File: config.mk
export PLATFORM = sky130hd
export DESIGN_NAME = gate_bist
export DESIGN_NICKNAME = d
export VERILOG_FILES = /design/src/rtl/gate_bist.sv
export SDC_FILE = /design/constraint.sdc
export NUM_CORES = 1
export LEC_CHECK = 0
export BUFFER_PORTS_ARGS = -buffer_cell sky130_fd_sc_hd__buf_2
export CAP_MARGIN = 20
export CORE_MARGIN = 2
export CORE_UTILIZATION = 40
export CTS_CLUSTER_SIZE = 28
export DETAILED_ROUTE_END_ITERATION = 12
export PLACE_DENSITY = 0.65
export SKIP_CTS_REPAIR_TIMING = 1
export SYNTH_ARGS = -nofsm -noshare
export SYNTH_HDL_FRONTEND = slang
export SYNTH_SLANG_ARGS = --single-unit
File: constraint.sdc
create_clock -name Clk -period 2.6 [get_ports Clk]
set_input_delay 0.26 -clock Clk [delete_from_list [all_inputs] [get_ports Clk]]
set_output_delay 0.26 -clock Clk [all_outputs]
set_load 0.05 [all_outputs]
File: src/rtl/gate_bist.sv
// Exhaustive-sweep BIST engine for small combinational gate blocks: drives all 2^IN_W vectors,
// compares DUT against golden outputs. Optional compare mask enabled by defining GATE_BIST_MASK_EN.
module gate_bist #(
  parameter int IN_W  = 2,
  parameter int OUT_W = 5,
  parameter int DWELL = 2
) (
  input  logic             Clk,
  input  logic             Rst,
  input  logic             Start,
  output logic [IN_W-1:0]  Inp_Vec,
  input  logic [OUT_W-1:0] Dut_Out,
  input  logic [OUT_W-1:0] Gold_Out,
`ifdef GATE_BIST_MASK_EN
  input  logic [OUT_W-1:0] Cmp_Mask,
`endif
  output logic             Busy,
  output logic             Done,
  output logic             Pass,
  output logic [IN_W:0]    Err_Cnt,
  output logic             First_Err_Vld,
  output logic [IN_W-1:0]  First_Err_Vec
);

  localparam int DW_W = (DWELL > 1) ? $clog2(DWELL) : 1;
  localparam logic [DW_W-1:0] DWELL_LAST = DW_W'(DWELL - 1);
  // vec runs one bit wider than Inp_Vec so the last-vector test never wraps at IN_W=16
  localparam logic [IN_W:0] LAST_VEC = {1'b0, {IN_W{1'b1}}};

  typedef enum logic [1:0] {
    IDLE = 2'd0,
    RUN  = 2'd1,
    FIN  = 2'd2
  } state_t;

  state_t          state_q, state_d;
  logic [IN_W:0]   vec_q, vec_d;
  logic [DW_W-1:0] dwell_q, dwell_d;
  logic [IN_W:0]   err_cnt_q, err_cnt_d;
  logic            first_vld_q, first_vld_d;
  logic [IN_W-1:0] first_vec_q, first_vec_d;
  logic [OUT_W-1:0] diff;
  logic            mismatch;
  logic            sample;

  always_comb begin
`ifdef GATE_BIST_MASK_EN
    diff = (Dut_Out ^ Gold_Out) & Cmp_Mask;
`else
    diff = Dut_Out ^ Gold_Out;
`endif
    mismatch = |diff;
    sample   = (dwell_q == DWELL_LAST);
  end

  always_comb begin
    state_d     = state_q;
    vec_d       = vec_q;
    dwell_d     = dwell_q;
    err_cnt_d   = err_cnt_q;
    first_vld_d = first_vld_q;
    first_vec_d = first_vec_q;
    case (state_q)
      IDLE, FIN: begin
        if (Start) begin
          state_d     = RUN;
          vec_d       = '0;
          dwell_d     = '0;
          err_cnt_d   = '0;
          first_vld_d = 1'b0;
          first_vec_d = '0;
        end
      end
      RUN: begin
        if (!sample) begin
          dwell_d = dwell_q + DW_W'(1);
        end else begin
          if (mismatch) begin
            err_cnt_d = err_cnt_q + (IN_W+1)'(1);
            if (!first_vld_q) begin
              first_vld_d = 1'b1;
              first_vec_d = vec_q[IN_W-1:0];
            end
          end
          // Last vector keeps its value so Inp_Vec holds it through FIN
          if (vec_q == LAST_VEC) begin
            state_d = FIN;
          end else begin
            vec_d   = vec_q + (IN_W+1)'(1);
            dwell_d = '0;
          end
        end
      end
      default: state_d = IDLE;
    endcase
  end

  always_ff @(posedge Clk) begin
    if (Rst) begin
      state_q     <= IDLE;
      vec_q       <= '0;
      dwell_q     <= '0;
      err_cnt_q   <= '0;
      first_vld_q <= 1'b0;
      first_vec_q <= '0;
    end else begin
      state_q     <= state_d;
      vec_q       <= vec_d;
      dwell_q     <= dwell_d;
      err_cnt_q   <= err_cnt_d;
      first_vld_q <= first_vld_d;
      first_vec_q <= first_vec_d;
    end
  end

  always_comb begin
    Inp_Vec       = vec_q[IN_W-1:0];
    Busy          = (state_q == RUN);
    Done          = (state_q == FIN);
    Pass          = (state_q == FIN) && (err_cnt_q == '0);
    Err_Cnt       = err_cnt_q;
    First_Err_Vld = first_vld_q;
    First_Err_Vec = first_vec_q;
  end

endmodule

# ---- Word level (Yosys, flattened, before mapping)
# Index checks and enable logic that the tools add are counted.
dict set report classes {
  addsub 3
  eq_ne 9
  muxes 23
  bitwise_logic 1
  reduce_logical 11
}
# op n
set op_table {}
lappend op_table {{3-bit 2-to-1 mux} 5}
lappend op_table {{2-bit 2-to-1 mux} 7}
lappend op_table {{3-bit case mux with 2 select lines} 2}
lappend op_table {{2-bit case mux with 2 select lines} 2}
lappend op_table {{4-bit AND reduction} 2}
lappend op_table {{3-bit by 1-bit adder with 3-bit output (second input constant)} 2}
lappend op_table {{2-bit by 1-bit inequality test with 1-bit output (second input constant)} 3}
lappend op_table {{2-bit inequality test (second input constant)} 3}
lappend op_table {{1-bit 2-to-1 mux} 5}
lappend op_table {{5-bit AND reduction} 1}
lappend op_table {{5-bit OR reduction} 1}
lappend op_table {{5-bit bitwise XOR} 1}
lappend op_table {{1-bit case mux with 2 select lines} 2}
lappend op_table {{3-bit by 2-bit == test with 1-bit output (second input constant)} 1}
lappend op_table {{3-bit zero test} 1}
lappend op_table {{3-bit AND reduction} 1}
lappend op_table {{2-bit by 1-bit == test with 1-bit output (second input constant)} 1}
lappend op_table {{2-bit == test (second input constant)} 1}
lappend op_table {{2-bit zero test} 1}
lappend op_table {{2-bit AND reduction} 1}
lappend op_table {{2-bit nonzero test} 1}
lappend op_table {{2-bit OR reduction} 1}
lappend op_table {{1-bit adder (second input constant)} 1}
lappend op_table {{1-bit logical AND} 1}
dict set report totals {
  regBits 12
  inputBits 13
  wordCells 53
}

# ---- Logic depth before layout (Yosys ltp)
dict set report depth {
  ltp_word 5
  mapped_depth 6
}

# ---- Worst setup path before layout
# OpenSTA, ideal clock, no wires.
dict set report synth_timing {
  path_kind {register -> output}
  start {register err_cnt_q[0] (netlist: Err_Cnt[0])}
  end {output port Pass}
  t_arrival_ns 2.369
  required_ns 2.340
  slack_ns -0.029
  path_stages_with_launch 4
  cell_sequence {dfxtp_1 inv_1 ha_1 nor4b_1}
}
dict set report synth_between {
  elab_chain_len 2
}
# element line
set synth_rtl {}
lappend synth_rtl {{start, declared} 39} ;# logic [IN_W:0] err_cnt_q, err_cnt_d;
lappend synth_rtl {{start signal, assigned} 110} ;# err_cnt_q <= err_cnt_d;
lappend synth_rtl {{3-bit zero test} 120} ;# Pass = (state_q == FIN) && (err_cnt_q == '0);
lappend synth_rtl {{1-bit logical AND} 120}
lappend synth_rtl {{end, declared} 19} ;# output logic Pass,
# Every way passes these cells.

# ---- Worst setup path in the final report
dict set report layout_timing {
  start {register state_q[0]}
  end {output port Busy}
}
dict set report layout_between {
  elab_chain_len 1
}
# element line
set layout_rtl {}
lappend layout_rtl {{start, declared} 36} ;# state_t state_q, state_d;
lappend layout_rtl {{start signal, assigned} 107} ;# state_q <= state_d;
lappend layout_rtl {{2-bit by 1-bit == test with 1-bit output} 118} ;# Busy = (state_q == RUN);
lappend layout_rtl {{end, declared} 17} ;# output logic Busy,
# Every way passes these cells.

==> flow_summary.yaml <==
outcome:
  outcome: "complete, no violations"
synthesis:
  yosys_warnings: 0
  avgSynthCellArea_sq_um: 8.540
  synth_cell_types: 28
  synth_edf_count: 0
  syn-cell-area_sq_um: 734.5
  ys_ff_latch: 12
  ys_seq_area_share_pct: 32.71
  syn-instance-count: 86
  synthTopCellsByArea: "dfxtp_1, ha_1, nor2_1"
  async_flop_share_pct: 0
  yosysTopAreaCell: "dfxtp_1"
  synth_fp_nets: 103
  synth_top_cell_area_share_pct: 32.71
  synth_ff_type: "dfxtp_1"
worst_hold_path:
  hp-start: "Start"
  hold_path.class: "in2reg"
  holdPathStages: 4
  hold-path-endpoint: "state_q[1]$_SDFFE_PP0P_"
sta:
  final_max_slew_viol_count: 0
  rsz0062_at_grt: "no"
  slew_headroom_pct: 66.48
  tightest_slew_ns: 0.5010
  finalSetupTns_ns: 0
  fmax_ghz: 0.5662
  clock-skew-final_ns: 0.007639
  fin_crit_ns: 1.766
  period_share_pct: 67.93
  hold_violations: 0
  setup_viol: 0
  finalHoldWorstSlack_ns: 0.3066
route:
  num_vias: 687
  wl_met1_um: 729
  post_drt_wl_per_cell_um: 12.08
  first_iter_violations: 5
  route.final.wire_length_um: 1606
  route.detailed.drc: 0
  drt_pass1_iterations: 2
  routed.top_layer: "met4"
  drtAntennaViolNets: 0
  met2_length_um: 810
  met3_length_um: 45
  avgViaCountPerCell: 5.165
power:
  cellLeakagePower_nw: 0.3863
  power_density_nw_per_um2: 479.2
  power_mw: 0.4245
  ir_drop_v: 0.0002032
final_layout:
  drive_above_1_share_pct: 29.63
  regArea_sq_um: 240.2
  fill_cells: 181
  stdcell_area_sq_um: 885.9
  n_antenna_cell: 0
  final_nets: 126
  area_delta_synth_final_pct: 20.61
  multi_input_area_sq_um: 444.2
setup_path:
  critPathKind: "reg2out"
  rr_worst_depth: 6
  cp.arrival_ns: 1.51
  end_kind: "output port"
  crit_required_ns: 2.34
  r2r_slack_ns: 1.04
  crit_fanout: 10
  r2r_start: "vec_q[0]$_SDFFE_PP0P_"
  r2r-end: "vec_q[1]$_SDFFE_PP0P_"
  critPathLaunchType: "flop"
placement:
  placement.io_buffers: 23
  gp_congestion: 0.7126
  place_area_sq_um: 849.6
  dp_hpwl_um: 1184
grt:
  grt_overflow: 0
  grt_use_total_pct: 17.11
  grt_antenna_before_repair: 0
  grt_max_degree: 15
  grt_pass1_vias: 652
  grt_pass1_wl_um: 2684
clocking:
  cts_max_level: 1
  clock_path_buffers: 2
  cts_root_buf: "clkbuf_4"
  cts_buffers: 3
  insertion_delay_ns: 0.28
  cts_tree: "yes"
  cts.sinks: 12
  clk_pin_slew_ns: 0.09
floorplanning:
  core-area_sq_um: 1727
  ioPinCount: 24
  initial_utilization_pct: 42.54
  die_y_um: 46.85
  die_x_um: 46.85
  dieArea_sq_um: 2195
  fp-row-count: 15
run:
  drv_cap: 0
-- worst max path at each step --
stage,startpoint,to,slack [ns]
global route,state_q[0]$_SDFFE_PP0P_,Busy,0.77
floorplan,Err_Cnt[0]$_SDFFE_PP0P_,Pass,0.68
global placement,vec_q[0]$_SDFFE_PP0P_,vec_q[1]$_SDFFE_PP0P_,1.10
finish,state_q[0]$_SDFFE_PP0P_,Busy,0.83
detailed placement,vec_q[0]$_SDFFE_PP0P_,vec_q[2]$_SDFFE_PP0P_,1.06
CTS,state_q[0]$_SDFFE_PP0P_,Busy,0.86
-- registers in the layout (all words and copies together), names as in the netlist --
register and count:
Err_Cnt 3, state_q 2, vec_q 3, First_Err_Vec 2
dwell_q 1, First_Err_Vld 1
-- Yosys cell counts (all sizes together), types with 2 or more instances --
cell,count
nor2b,3
mux2i,3
a31oi,4
nand2,8
nand4,2
inv,5
xor2,5
nand2b,2
a21oi,5
ha,4
dfxtp,12
buf,4
nand3b,2
a211o,2
nor4b,2
and4bb,2
nor2,12
-- layout make-up --
cell class                 count  share of cell area, %
clock buffer                   4                  4.096
tap                           25                  3.531
multi-input combinational     64                  50.14
sequential                    12                  27.12
inverter                       5                  2.119
timing repair buffer          23                  12.99
-- worst max-delay path, stage by stage, from the launching register on --
cell     delay [ns]
dfxtp_1        0.52
and2b_1        0.37
buf_2          0.33
-- kinds of logic after synthesis --
| kind of cell | synth area share, % |
|---|---|
| adders and majority gates | 6.815 |
| muxes | 4.089 |
| xor gates and xnor gates | 5.962 |
| buffers and inverters | 7.666 |
| and+or+nand+nor | 29.64 |
| AOI/OAI and AO/OA | 13.12 |
| DFF | 32.71 |
-- metal layers --
metal | GRT usage [%] | up-vias
li1 | - | 342
met1 | 22.14 | 332
met2 | 26.85 | 11
met3 | 2.692 | 2
met4 | 10.00 | 0
met5 | 0 | -
-- layout by cell type (no fill, tap or decap), types with 3 or more instances in the layout --
master    Yosys  routed
dfxtp_1      12      12
clkbuf_4      0       3
nor2_1       12      12
a31oi_1       4       4
buf_2         0      23
mux2i_1       3       3
a21oi_1       5       5
nand2_1       8       8
xor2_1        5       5
inv_1         5       5
ha_1          4       4
-- per-stage QoR --
step | cells | setup WS (ns) | utilization [%]
floorplan | 86 | 0.6791 | -
global placement | 129 | 1.103 | 49.20
detailed placement | 129 | 1.065 | 49.20
CTS | 133 | 0.8554 | 51.30
global route | 133 | 0.7698 | 51.30
finish | 133 | 0.8339 | 51.30
-- report_power, final --
part	leakage [nW]	switching [mW]	internal (mW)
Combinational	0.268	0.0488	0.0259
Sequential	0.0974	0.00774	0.189
Clock	0.0210	0.0684	0.0851
No activity file was read; power rests on OpenSTA's default activity.
